===== config.mk =====
export PLATFORM = sky130hd
export DESIGN_NAME = bht_update_ctrl
export DESIGN_NICKNAME = d
export VERILOG_FILES = /design/src/rtl/ariane_pkg.sv /design/src/rtl/fifo_v3.sv /design/src/rtl/bht_update_ctrl.sv
export SDC_FILE = /design/constraint.sdc
export NUM_CORES = 1
export LEC_CHECK = 0
export BUFFER_PORTS_ARGS = -buffer_cell sky130_fd_sc_hd__buf_2
export CAP_MARGIN = 15
export CORE_UTILIZATION = 35
export CTS_BUF_LIST = sky130_fd_sc_hd__clkbuf_8
export DETAILED_ROUTE_END_ITERATION = 10
export PLACE_DENSITY = 0.71
export SLEW_MARGIN = 20
export SYNTH_ARGS = -nofsm -noshare
export SYNTH_HDL_FRONTEND = slang
export SYNTH_SLANG_ARGS = --single-unit

===== constraint.sdc =====
create_clock -name clk_i -period 4.81 [get_ports clk_i]
set_input_delay 0.962 -clock clk_i [delete_from_list [all_inputs] [get_ports clk_i]]
set_output_delay 0.962 -clock clk_i [all_outputs]
set_load 0.02 [all_outputs]

===== src/rtl/ariane_pkg.sv =====
// Shared frontend types: branch-history update requests and table write commands.
// Row/column widths are sized for the default 1024-entry BHT.
package ariane_pkg;

    localparam int unsigned VLEN            = 64;
    localparam int unsigned INSTR_PER_FETCH = 2;
    localparam int unsigned BHT_NR_ENTRIES  = 1024;
    localparam int unsigned BHT_ROW_W       = $clog2(BHT_NR_ENTRIES / INSTR_PER_FETCH);
    localparam int unsigned BHT_COL_W       = (INSTR_PER_FETCH > 1) ? $clog2(INSTR_PER_FETCH) : 1;

    typedef struct packed {
        logic            valid;
        logic [VLEN-1:0] pc;
        logic            taken;
    } bht_update_t;

    // all_cols marks a flush write that clears every column of the row at once.
    typedef struct packed {
        logic                 valid;
        logic [BHT_ROW_W-1:0] row;
        logic [BHT_COL_W-1:0] col;
        logic                 set_valid;
        logic                 all_cols;
        logic                 taken;
    } bht_wr_t;

    typedef enum logic {
        BHT_RUN,
        BHT_FLUSH
    } bht_state_e;

endpackage


===== src/rtl/fifo_v3.sv =====
// Small synchronous FIFO; a push is accepted while full if the head is popped in the same cycle.
// DEPTH must be a power of two and at least 2.
module fifo_v3 #(
    parameter int unsigned DEPTH = 4,
    parameter type         dtype = logic [7:0]
) (
    input  logic clk_i,
    input  logic rst_i,
    input  logic flush_i,
    output logic full_o,
    output logic empty_o,
    input  dtype data_i,
    input  logic push_i,
    output dtype data_o,
    input  logic pop_i
);

    localparam int unsigned ADDR_W = $clog2(DEPTH);
    localparam int unsigned CNT_W  = ADDR_W + 1;

    dtype              mem_q [DEPTH];
    logic [ADDR_W-1:0] rd_ptr_q;
    logic [ADDR_W-1:0] wr_ptr_q;
    logic [CNT_W-1:0]  cnt_q;
    logic              do_push;
    logic              do_pop;

    assign full_o  = (cnt_q == CNT_W'(DEPTH));
    assign empty_o = (cnt_q == '0);
    assign do_pop  = pop_i && !empty_o;
    assign do_push = push_i && (!full_o || do_pop);
    assign data_o  = mem_q[rd_ptr_q];

    always_ff @(posedge clk_i) begin
        if (rst_i || flush_i) begin
            rd_ptr_q <= '0;
            wr_ptr_q <= '0;
            cnt_q    <= '0;
        end else begin
            if (do_push) begin
                mem_q[wr_ptr_q] <= data_i;
                wr_ptr_q        <= wr_ptr_q + 1'b1;
            end
            if (do_pop) begin
                rd_ptr_q <= rd_ptr_q + 1'b1;
            end
            cnt_q <= cnt_q + CNT_W'(do_push) - CNT_W'(do_pop);
        end
    end

endmodule


===== src/rtl/bht_update_ctrl.sv =====
// Serialises primary and buffered secondary BHT updates into one registered write port,
// with a row-by-row table flush and a starvation guard for the secondary buffer.
module bht_update_ctrl
    import ariane_pkg::*;
#(
    parameter int unsigned NR_ENTRIES   = 1024,
    parameter int unsigned FIFO_DEPTH   = 4,
    parameter int unsigned STARVE_LIMIT = 4
) (
    input  logic        clk_i,
    input  logic        rst_i,
    input  logic        flush_req_i,
    input  logic        debug_mode_i,
    input  bht_update_t pri_i,
    output logic        pri_ready_o,
    input  bht_update_t sec_i,
    output logic        sec_ready_o,
    output bht_wr_t     wr_o,
    output logic        busy_o,
    output logic        flush_done_o
);

    localparam int unsigned NR_ROWS         = NR_ENTRIES / INSTR_PER_FETCH;
    localparam int unsigned ROW_W           = $clog2(NR_ROWS);
    localparam int unsigned ROW_ADDR_BITS   = $clog2(INSTR_PER_FETCH);
    localparam int unsigned PREDICTION_BITS = ROW_W + ROW_ADDR_BITS + 1;
    localparam int unsigned STARVE_W        = $clog2(STARVE_LIMIT + 1);

    bht_state_e          state_q, state_d;
    logic [ROW_W-1:0]    cnt_q, cnt_d, flush_row;
    logic [STARVE_W-1:0] starve_q, starve_d;
    bht_wr_t             wr_d, wr_p1;
    logic                done_d, flush_done_p1;
    logic                fifo_full, fifo_empty, fifo_push, fifo_pop;
    logic                force_head;
    bht_update_t         fifo_head;

    function automatic bht_wr_t issue_wr(input bht_update_t u);
        bht_wr_t w;
        w           = '0;
        w.valid     = 1'b1;
        w.row       = BHT_ROW_W'(u.pc[PREDICTION_BITS-1:ROW_ADDR_BITS+1]);
        w.col       = BHT_COL_W'(u.pc[ROW_ADDR_BITS:1]);
        w.set_valid = 1'b1;
        w.taken     = u.taken;
        return w;
    endfunction

    fifo_v3 #(
        .DEPTH (FIFO_DEPTH),
        .dtype (bht_update_t)
    ) i_sec_fifo (
        .clk_i   (clk_i),
        .rst_i   (rst_i),
        .flush_i (flush_req_i),
        .full_o  (fifo_full),
        .empty_o (fifo_empty),
        .data_i  (sec_i),
        .push_i  (fifo_push),
        .data_o  (fifo_head),
        .pop_i   (fifo_pop)
    );

    assign force_head = (starve_q >= STARVE_W'(STARVE_LIMIT)) && !fifo_empty;
    // A re-request mid-flush makes the current cycle clear row 0 again.
    assign flush_row  = flush_req_i ? '0 : cnt_q;

    always_comb begin
        state_d     = state_q;
        cnt_d       = cnt_q;
        starve_d    = starve_q;
        wr_d        = '0;
        done_d      = 1'b0;
        fifo_push   = 1'b0;
        fifo_pop    = 1'b0;
        pri_ready_o = 1'b1;
        sec_ready_o = 1'b1;
        unique case (state_q)
            BHT_RUN: begin
                pri_ready_o = !force_head;
                if (flush_req_i) begin
                    state_d  = BHT_FLUSH;
                    cnt_d    = '0;
                    starve_d = '0;
                end else if (!debug_mode_i) begin
                    if (pri_i.valid && !force_head) begin
                        wr_d = issue_wr(pri_i);
                    end else if (!fifo_empty) begin
                        wr_d     = issue_wr(fifo_head);
                        fifo_pop = 1'b1;
                    end
                    fifo_push = sec_i.valid;
                    if (fifo_pop || fifo_empty) begin
                        starve_d = '0;
                    end else if (wr_d.valid) begin
                        starve_d = starve_q + 1'b1;
                    end
                end
                sec_ready_o = !fifo_full || fifo_pop;
            end
            BHT_FLUSH: begin
                wr_d.valid    = 1'b1;
                wr_d.row      = BHT_ROW_W'(flush_row);
                wr_d.all_cols = 1'b1;
                cnt_d         = flush_row + 1'b1;
                if (!flush_req_i && cnt_q == ROW_W'(NR_ROWS - 1)) begin
                    state_d = BHT_RUN;
                    cnt_d   = '0;
                    done_d  = 1'b1;
                end
            end
        endcase
    end

    // ---- stage p1: registered write command and flush status ----
    always_ff @(posedge clk_i) begin
        if (rst_i) begin
            state_q       <= BHT_RUN;
            cnt_q         <= '0;
            starve_q      <= '0;
            wr_p1         <= '0;
            flush_done_p1 <= 1'b0;
        end else begin
            state_q       <= state_d;
            cnt_q         <= cnt_d;
            starve_q      <= starve_d;
            wr_p1         <= wr_d;
            flush_done_p1 <= done_d;
        end
    end

    assign wr_o         = wr_p1;
    assign busy_o       = (state_q == BHT_FLUSH);
    assign flush_done_o = flush_done_p1;

endmodule


# After elaboration in Yosys (flattened, before gate mapping)

Memories as Yosys holds them, arrays and structs flattened. A register that Yosys moved wholly into a read port is not among the register bits.
Index checks and enable logic that the tools add are counted.

Output and inout port bits: 18
Memory bits (writable): 264
Flip-flop bits (word level): 35
Bits in latches: 0
Memories: 1
ROM bits: 0

Multiplexer cells: 39
Add/subtract/negate cells: 6
Multipliers: 0
Reductions and logical operators: 18
Shift operators: 0
$lt $le $gt $ge: 1
Eq/ne operators: 3
Bitwise operators: 1
Divide/modulo/power cells: 0

Memory list:

| name             | depth | bits a word | rd ports | clocked after Yosys merged registers in | write ports | RTL line      | text |
|---|---|---|---|---|---|---|---|
| i_sec_fifo.mem_q | 4     | 66          | 1        | 1                                       | 1           | fifo_v3.sv:21 | `dtype mem_q [DEPTH];` |

Operators by type and width:

| operator                                                      | count |
|---|---|
| 14-bit 2-to-1 mux                                             | 7 |
| 1-bit 2-to-1 mux                                              | 20 |
| 10-bit case mux with 2 select lines                           | 1 |
| 9-bit 2-to-1 mux                                              | 2 |
| 9-bit case mux with 2 select lines                            | 1 |
| 3-bit 2-to-1 mux                                              | 4 |
| 9-bit by 1-bit adder with 9-bit output, second input constant | 1 |
| 9-bit == test, second input constant                          | 1 |
| 1-bit logical AND                                             | 5 |
| 2-bit by 1-bit adder with 2-bit output, second input constant | 2 |
| 1-bit logical NOT                                             | 4 |
| 1-bit logical OR                                              | 4 |
| 2-bit 2-to-1 mux                                              | 2 |
| 1-bit case mux with 2 select lines                            | 2 |
| 4-bit OR reduction                                            | 1 |
| 3-bit by 1-bit adder with 3-bit output                        | 1 |
| 3-bit by 1-bit adder with 3-bit output, second input constant | 1 |
| 3-bit == test, second input constant                          | 1 |
| 3-bit >= comparator, second input constant                    | 1 |
| 3-bit logical NOT                                             | 1 |
| 3-bit AND reduction                                           | 1 |
| 3-bit nonzero test                                            | 1 |
| 3-bit by 1-bit subtractor with 3-bit output                   | 1 |
| 2-bit != test, second input constant                          | 1 |
| other kinds (2)                                               | 2 |

# Logic depth before layout (Yosys ltp)

Gate-level depths: netlist of the first run.

Word-level depth: 19
Gate-level depth with buffers: 11

# Cells and area by module

A second synthesis of the first run with hierarchy kept.

Cell total of the unflattened synthesis: 541
Area total of the unflattened synthesis: 11299.6 µm²

By module, submodules not included:

| module          | cells each | area each (µm²) | instances |
|---|---|---|---|
| fifo_v3         | 391        | 9988.3          | 1 |
| bht_update_ctrl | 150        | 1311.3          | 1 |

# Worst setup path before layout of the first run

OpenSTA, ideal clock, no wires.

Path type: input port to flip-flop
Start point: input flush_req_i
End point: register i_sec_fifo.cnt_q[2]
Library setup time: 128 ps
Stages on the path: 11
Path buffers: 1
Path slack: 1771 ps
Arrival: 2912 ps
Cell sequence: buf_6 > or3_4 > nor3_4 > ha_1 > inv_1 > ha_1 > inv_1 > fa_1 > xor2_1 > xnor2_1 > nor2_1

Cells in the longest elaborated chain, start to end: 8
Elaborated cells between the ends (all ways): 11
Those cells by class: add/sub (2); mux (5); reduce/logical (4)

Ends and longest elaborated chain:

| item                                            | RTL line              | text |
|---|---|---|
| start, declared                                 | bht_update_ctrl.sv:12 | `input logic flush_req_i,` |
| 1-bit 2-to-1 mux (*)                            | bht_update_ctrl.sv:81 | `if (flush_req_i) begin` |
| 1-bit 2-to-1 mux (*) (2 in series)              | bht_update_ctrl.sv:78 | `unique case (state_q)` |
| 1-bit logical AND (*)                           | fifo_v3.sv:30         | `assign do_pop = pop_i && !empty_o;` |
| named net i_sec_fifo.do_pop                     | fifo_v3.sv:26         | `logic do_pop;` |
| 1-bit logical OR                                | fifo_v3.sv:31         | `assign do_push = push_i && (!full_o \|\| do_pop);` |
| 1-bit logical AND                               | fifo_v3.sv:31         |  |
| 3-bit by 1-bit adder with 3-bit output          | fifo_v3.sv:47         | `cnt_q <= cnt_q + CNT_W'(do_push) - CNT_W'(do_pop);` |
| 3-bit by 1-bit subtractor with 3-bit output (*) | fifo_v3.sv:47         |  |
| end signal, assigned                            | fifo_v3.sv:47         |  |
| end, declared                                   | fifo_v3.sv:24         | `logic [CNT_W-1:0] cnt_q;` |

Mark *: on every way through the listed nets, which the timed path passes. The rest lies on a longest branch. The select of a mux whose other input is x is not followed.
A chain may end at the register's enable or synchronous reset.

# Final worst setup path of the first run

Start point: input pri_i[65] (netlist bit)
End point: output sec_ready_o

Cells in the longest elaborated chain, start to end: 10

Ends and longest elaborated chain:

| item              | RTL line              | text |
|---|---|---|
| start, declared   | bht_update_ctrl.sv:14 | `input bht_update_t pri_i,` |
| 1-bit logical AND | bht_update_ctrl.sv:86 | `if (pri_i.valid && !force_head) begin` |
| 1-bit 2-to-1 mux  | bht_update_ctrl.sv:86 |  |
| 1-bit 2-to-1 mux  | bht_update_ctrl.sv:85 | `end else if (!debug_mode_i) begin` |
| 1-bit 2-to-1 mux  | bht_update_ctrl.sv:81 |  |
| 1-bit 2-to-1 mux  | bht_update_ctrl.sv:78 |  |
| 1-bit 2-to-1 mux  | bht_update_ctrl.sv:85 |  |
| 1-bit 2-to-1 mux  | bht_update_ctrl.sv:81 |  |
| 1-bit 2-to-1 mux  | bht_update_ctrl.sv:78 |  |
| 1-bit logical OR  | bht_update_ctrl.sv:99 | `sec_ready_o = !fifo_full \|\| fifo_pop;` |
| 1-bit 2-to-1 mux  | bht_update_ctrl.sv:78 |  |
| end, declared     | bht_update_ctrl.sv:17 | `output logic sec_ready_o,` |

No other way between the ends. The select of a mux whose other input is x is not followed.

==> impl_metrics.csv, run 1 <==
group,metric,value,unit
run_status,run_status,"complete, no violations",
clock_tree,post_cts_resized,0,
power,total_power,1370,uW
layout,final_cell_mix,"buf_2, edfxtp_1, dfxtp_1",
placement,routabilityCongestion,0.834,
synthesis,syn_avg_cell_area,13.9,um2
hold_path,hold_path_startpoint,"starve_q[1]$_SDFFE_PP0P_",
placement,io_buffer_count,45,
die,start_util,36.9,%
synthesis,syn-instance-count,236,
placement,post-place-ws,1.58,ns
critical_path,endpoint_kind,"output port",
synthesis,synth_top_family_by_area,"simple AND/OR/NAND/NOR gates",
detailed_routing,wl,6.45,mm
timing,post-route-min-period,3.11,ns
timing,clock.fmax,321,MHz
clock_tree,cts_max_path_buffers,2,
synthesis,synth_xor_area_share,2.13,%
timing,setup_viol,0,
layout,num_antenna_cells,0,
timing,grt_setup_unrepaired,"false",
clock_tree,cts-root-buf,"clkbuf_8",
synthesis,synthArstFlopShare,0,%
die,ios,154,
layout,syn_to_final_growth,16.9,%
critical_path,cp.required,3.85,ns
power,p_per_area,357,nW/um2
synthesis,ys_seq_area_share,62.8,%
die,die_w,98.9,um
synthesis,ys_ff_latch,81,
detailed_routing,drtIter0Drc,121,
clock_tree,cts_sinks,81,
synthesis,synthSimpleGateAreaFrac,13.6,%
die,die_area,9780,um2
power,ir_worst_vdd,0.157,mV
detailed_routing,wire_per_inst,16.2,um
placement,hpwlAfterDp,4.36,mm
critical_path,worstPathMaxFanout,4,
layout,finalNetCount,430,
critical_path,startpoint_type,"primary input",
die,rows,34,
synthesis,synth_top_area_cell,"edfxtp_1",
synthesis,synth_top_area_share,40.2,%
synthesis,syn_area,3280,um2
critical_path,endpoint,"sec_ready_o",
critical_path,crit_start,"pri_i[65]",
synthesis,synth_compound_area_share,7.43,%
synthesis,synth_adder_area_share,3.66,%
detailed_routing,drt_pass1_iterations,4,
synthesis,synth_edf_count,44,
detailed_routing,via_per_inst,5.05,
timing,fin_setup_tns,0,ns
layout,fill_cells,817,
clock_tree,clock_latency,0.35,ns
global_routing,grt_pass1_vias,2023,
timing,fin_worst_skew,0.0138,ns
global_routing,antenna_found_initial,0,
clock_tree,post_cts_buffers,0,
critical_path,rr_worst_depth,10,
timing,hold_viol,0,
timing,period_share,64.7,%
layout,fin_area,3840,um2
die,coreArea,8890,um2
critical_path,reg2reg_from,"busy_o$_SDFF_PP0_",
die,die_h,98.9,um
synthesis,ys_warn_count,0,
clock_tree,htreeDepth,3,
placement,placed_cell_area,3600,um2
run,cap_viol_max_count,0,
critical_path,cp.arrival,2.15,ns
synthesis,synth_ff_type,"edfxtp_1",
critical_path,critPathKind,"primary input to output port",
hold_path,min_path_type,"flip-flop to flip-flop",
timing,tightest_slew,1.00,ns
clock_tree,hold_buffers,0,
detailed_routing,ant_nets,0,
clock_tree,cts_buffers,9,
synthesis,synth.top_cells.by_area,"edfxtp_1, dfxtp_1, mux4_2, ha_1, a221o_1",
timing,slew_violations,0,
power,leakage,0.00143,uW
synthesis,synth_nets,381,
clock_tree,cts.clk_slew.worst_paths,0.08,ns
global_routing,track_usage,14.2,%
timing,max_slew_margin,33.3,%
global_routing,grt_max_degree,16,
critical_path,r2r_slack,2.29,ns
layout,final_common_cell,"buf_2",
detailed_routing,vias,2008,
timing,final.setup.worst_slack,1.70,ns
synthesis,synth_cell_type_count,43,
critical_path,rr_endpoint,"i_sec_fifo.cnt_q[2]$_SDFF_PP0_",
clock_tree,tritoncts,"yes",
synthesis,muxShareOfSynthArea,7.85,%
detailed_routing,drc,0,
global_routing,grt_overflow_total,0,
global_routing,grt_first_pass_wirelength,10.5,mm
layout,layout-drive-gt1-share,29.0,%
cell usage after synthesis, drive strengths merged, types with 5 or more instances:
master  instances
nand3           9
nor3            5
a21oi           5
mux4           11
edfxtp         44
and3            5
xnor2           6
dfxtp          37
nor2b          10
a221o           9
ha              8
nand2           6
or3             5
nor2           22
inv            11
kinds of logic after synthesis:
group	Yosys count
DFF	81
and+or+nand+nor	79
AOI/OAI and AO/OA	29
buffers and inverters	18
muxes	12
adders and majority gates	9
xor gates and xnor gates	8
cell type report:
cell class | instances | area, um2 | share of cell area, %
Multi-Input combinational cell | 137 | 1140 | 29.6
Timing Repair Buffer | 45 | 225 | 5.87
Inverter | 11 | 41.3 | 1.08
Sequential cell | 81 | 2060 | 53.7
Clock inverter | 7 | 114 | 2.97
Tap cell | 108 | 135 | 3.52
Clock buffer | 9 | 124 | 3.23
worst max-delay path, cell delays in order:
cell and delay [ns]:
buf_2 0.12, nor2b_1 0.20, or4_2 0.55, nand4_1 0.14, buf_2 0.18
worst min path at each step:
stage	depth (start not counted)	endpoint
final	2	starve_q[1]$_SDFFE_PP0P_
after global placement	2	starve_q[1]$_SDFFE_PP0P_
after detailed placement	2	starve_q[1]$_SDFFE_PP0P_
after global routing	1	flip-flop
after CTS	2	starve_q[1]$_SDFFE_PP0P_
after floorplan	2	starve_q[1]$_SDFFE_PP0P_
state kept, by name, indices dropped and copies added, names as in the netlist, 2 cells and up, named ones only:
name	count
wr_o	14
i_sec_fifo.cnt_q	3
starve_q	3
i_sec_fifo.rd_ptr_q	2
cnt_q	9
i_sec_fifo.mem_q	44
i_sec_fifo.wr_ptr_q	2
report_power, final:
group	internal (uW)	switching, uW	total (uW)
Combinational	19.3	31.5	50.8
Sequential	733	3.51	736
Clock	342	242	584
layer usage:
metal	GRT usage, %	part of all wire (%)	up-vias
li1	-	-	978
met1	18.5	46	975
met2	22.7	48	48
met3	3.19	4.7	7
met4	6.20	1.1	0
met5	0	0	-
per-stage QoR:
step,std cells,hold slack [ns],util (%)
2_1_floorplan,236,0.470,-
3_3_place_gp,382,0.483,40.5
3_5_place_dp,382,0.492,40.5
4_1_cts,398,0.515,43.2
5_1_grt,398,0.565,43.2
6_report,398,0.513,43.2
Power figures use the tool's default switching activity.
==> run 2, diff against run 1 <==
Settings changed: ABC_AREA set to 1, PLACE_DENSITY 0.71 to 0.72.
Clock period 4.81 ns to 2.7 ns, I/O delays scaled along.
==> impl_metrics.csv, run 2 <==
group,metric,value,unit
global_routing,grt_first_pass_wirelength,12.0,mm
critical_path,crit_path_frequent_cell,"inv_1",
layout,multi_input_area,1240,um2
critical_path,crit_buf_inv,4,
detailed_routing,wire_per_inst,12.5,um
clock_tree,cts.clk_slew.worst_paths,0.09,ns
clock_tree,post_cts_resized,0,
die,start_util,36.1,%
synthesis,synth_ff_type,"edfxtp_1",
synthesis,synthArstFlopShare,0,%
placement,routabilityCongestion,0.831,
layout,syn_to_final_growth,17.5,%
synthesis,synth_most_common_cell,"nand2_1",
detailed_routing,drc,0,
run,cap_viol_max_count,0,
timing,tightest_slew,0.572,ns
power,power_frac_clock,41.3,%
critical_path,max_stage_delay,0.39,ns
global_routing,antenna_found_initial,0,
synthesis,synth.top_cells.by_area,"edfxtp_1, dfxtp_1, nand2_1, nor2_1, o21ai_0",
layout,seq_area,2060,um2
synthesis,syn_area,3530,um2
layout,finalNetCount,595,
run_status,run_status,"complete, no violations",
global_routing,grt_pass1_vias,2578,
critical_path,endpoint_kind,"flip-flop",
global_routing,grt_max_degree,24,
layout,fin_cells,588,
power,p_comb_share,4.3,%
timing,slew_violations,0,
synthesis,syn_avg_cell_area,8.92,um2
power,ir_worst_vdd,0.226,mV
timing,fin_setup_tns,0,ns
timing,grt_setup_unrepaired,"false",
die,rows,36,
detailed_routing,vias,2689,
timing,fin_worst_skew,0.0118,ns
timing,setup_viol,0,
die,die_h,102,um
critical_path,cp.arrival,2.49,ns
critical_path,critPathTopFamily,"adder cells",
die,ios,154,
layout,regMostFlops,"i_sec_fifo.mem_q",
clock_tree,htreeDepth,3,
clock_tree,cts-root-buf,"clkbuf_8",
power,p_per_area,580,nW/um2
die,die_w,102,um
clock_tree,cts_sinks,81,
power,seqPwrFrac,54.4,%
power,switchingPower,538,uW
critical_path,cp.required,2.95,ns
synthesis,syn-instance-count,396,
critical_path,worstPathMaxFanout,5,
synthesis,synthTopCellsByCount,"nand2_1, nor2_1, edfxtp_1",
layout,fill_cells,948,
detailed_routing,via_per_inst,4.57,
timing,period_share,83.1,%
layout,final_cell_mix,"nand2_1, nor2_1, buf_2",
synthesis,synth_edf_count,44,
timing,clock.fmax,446,MHz
synthesis,synth_nets,541,
clock_tree,cts_max_path_buffers,2,
layout,largest_reg_flops,44,
clock_tree,cts_buffers,9,
placement,dp.cells,572,
synthesis,ys_ff_latch,81,
detailed_routing,wl,7.36,mm
critical_path,cp_slowest_cell,"dfxtp_1",
hold_path,min_path_type,"primary input to flip-flop",
timing,hold_viol,0,
critical_path,worstPathCellList,"inv_1 -> nand3_1 -> nand2_1 -> nor2_4 -> ha_1 -> inv_1 -> ha_1 -> inv_1 -> fa_1 -> xor2_1 -> inv_1 -> nor2_1",
clock_tree,hold_buffers,0,
power,leakage,0.00172,uW
detailed_routing,drt_pass1_iterations,4,
synthesis,ys_seq_area_share,58.4,%
global_routing,grt_overflow_total,0,
placement,hpwlAfterDp,5.19,mm
clock_tree,post_cts_buffers,0,
power,intPower,1870,uW
synthesis,synth_top_area_cell,"edfxtp_1",
placement,io_buffer_count,45,
synthesis,synth_top_area_share,37.4,%
layout,num_antenna_cells,0,
die,die_area,10500,um2
detailed_routing,ant_nets,0,
synthesis,ys_warn_count,0,
power,swShare,22.3,%
clock_tree,clock_latency,0.35,ns
layout,final_common_cell,"nand2_1",
clock_tree,tritoncts,"yes",
timing,max_slew_margin,61.8,%
global_routing,track_usage,15.2,%
synthesis,synth_cell_type_count,26,
detailed_routing,drtIter0Drc,122,
die,coreArea,9770,um2
critical_path,critPathKind,"flip-flop to flip-flop",
critical_path,startpoint_type,"flip-flop",
layout,layout-drive-gt1-share,18.5,%
timing,post-route-min-period,2.24,ns
==> run 2: path summary, 6_finish.rpt <==
path | from | end | slack, ns | cells after the start
worst min register to register | starve_q[1]$_SDFFE_PP0P_ | starve_q[1]$_SDFFE_PP0P_ | 0.49 | 2
worst max register to register | i_sec_fifo.cnt_q[1]$_SDFF_PP0_ | i_sec_fifo.cnt_q[2]$_SDFF_PP0_ | 0.46 | 12
worst min-delay path | pri_i[2] | wr_o[3]$_SDFF_PP0_ | 0.40 | 3
worst max-delay path | i_sec_fifo.cnt_q[1]$_SDFF_PP0_ | i_sec_fifo.cnt_q[2]$_SDFF_PP0_ | 0.46 | 12
==> run 2: power by group through the flow <==
| stage | sequential (uW) | clock, uW | combinational (uW) |
|---|---|---|---|
| finish | 1310 | 995 | 103 |
| global route | 1310 | 1060 | 115 |
| CTS | 1310 | 1010 | 104 |
| detailed placement | 1340 | 0 | 103 |
| global placement | 1340 | 0 | 101 |
| floorplan | 1350 | 0 | 47.2 |
==> run 2: tightest hold or removal path, stage by stage <==
cell and delay (ns):
buf_2 0.09, nand2_1 0.05, nand2_1 0.05
==> run 2: per-layer routing <==
metal | up-vias | share of wire [%] | track usage (%)
met5 | - | 0 | 0
met4 | 0 | 1.9 | 6.92
met3 | 15 | 4.7 | 3.97
met2 | 59 | 48 | 25.3
met1 | 1234 | 45 | 18.5
li1 | 1381 | - | -
==> run 2: cells by family after synthesis <==
kind of cell               count (synthesis)  synth area share, %
xor gates and xnor gates                   3                0.744
adders and majority gates                  9                 3.40
and+or+nand+nor                          201                 24.2
DFF                                       81                 58.4
AOI/OAI and AO/OA                         46                 6.77
buffers and inverters                     56                 6.52
==> run 2: stage by stage <==
stage	total power, uW	hold slack (ns)	setup WS, ns	utilization, %	instance area, um2
2_1_floorplan	1390	0.449	0.511	-	3530
4_1_cts	2420	0.389	0.463	42.5	4150
3_5_place_dp	1440	0.467	0.232	40.2	3930
3_3_place_gp	1440	0.457	0.310	40.2	3930
5_1_grt	2490	0.394	0.238	42.5	4150
6_report	2410	0.395	0.457	42.5	4150
==> run 2: area by class of cell <==
cell class / instances / share of cell area [%]
inverters: 46 / 4.16
multi-input cells: 259 / 29.9
well taps: 133 / 4.01
clock inverters: 7 / 2.44
repair buffers: 53 / 6.87
clock buffers: 9 / 2.98
flip-flops and latches: 81 / 49.7
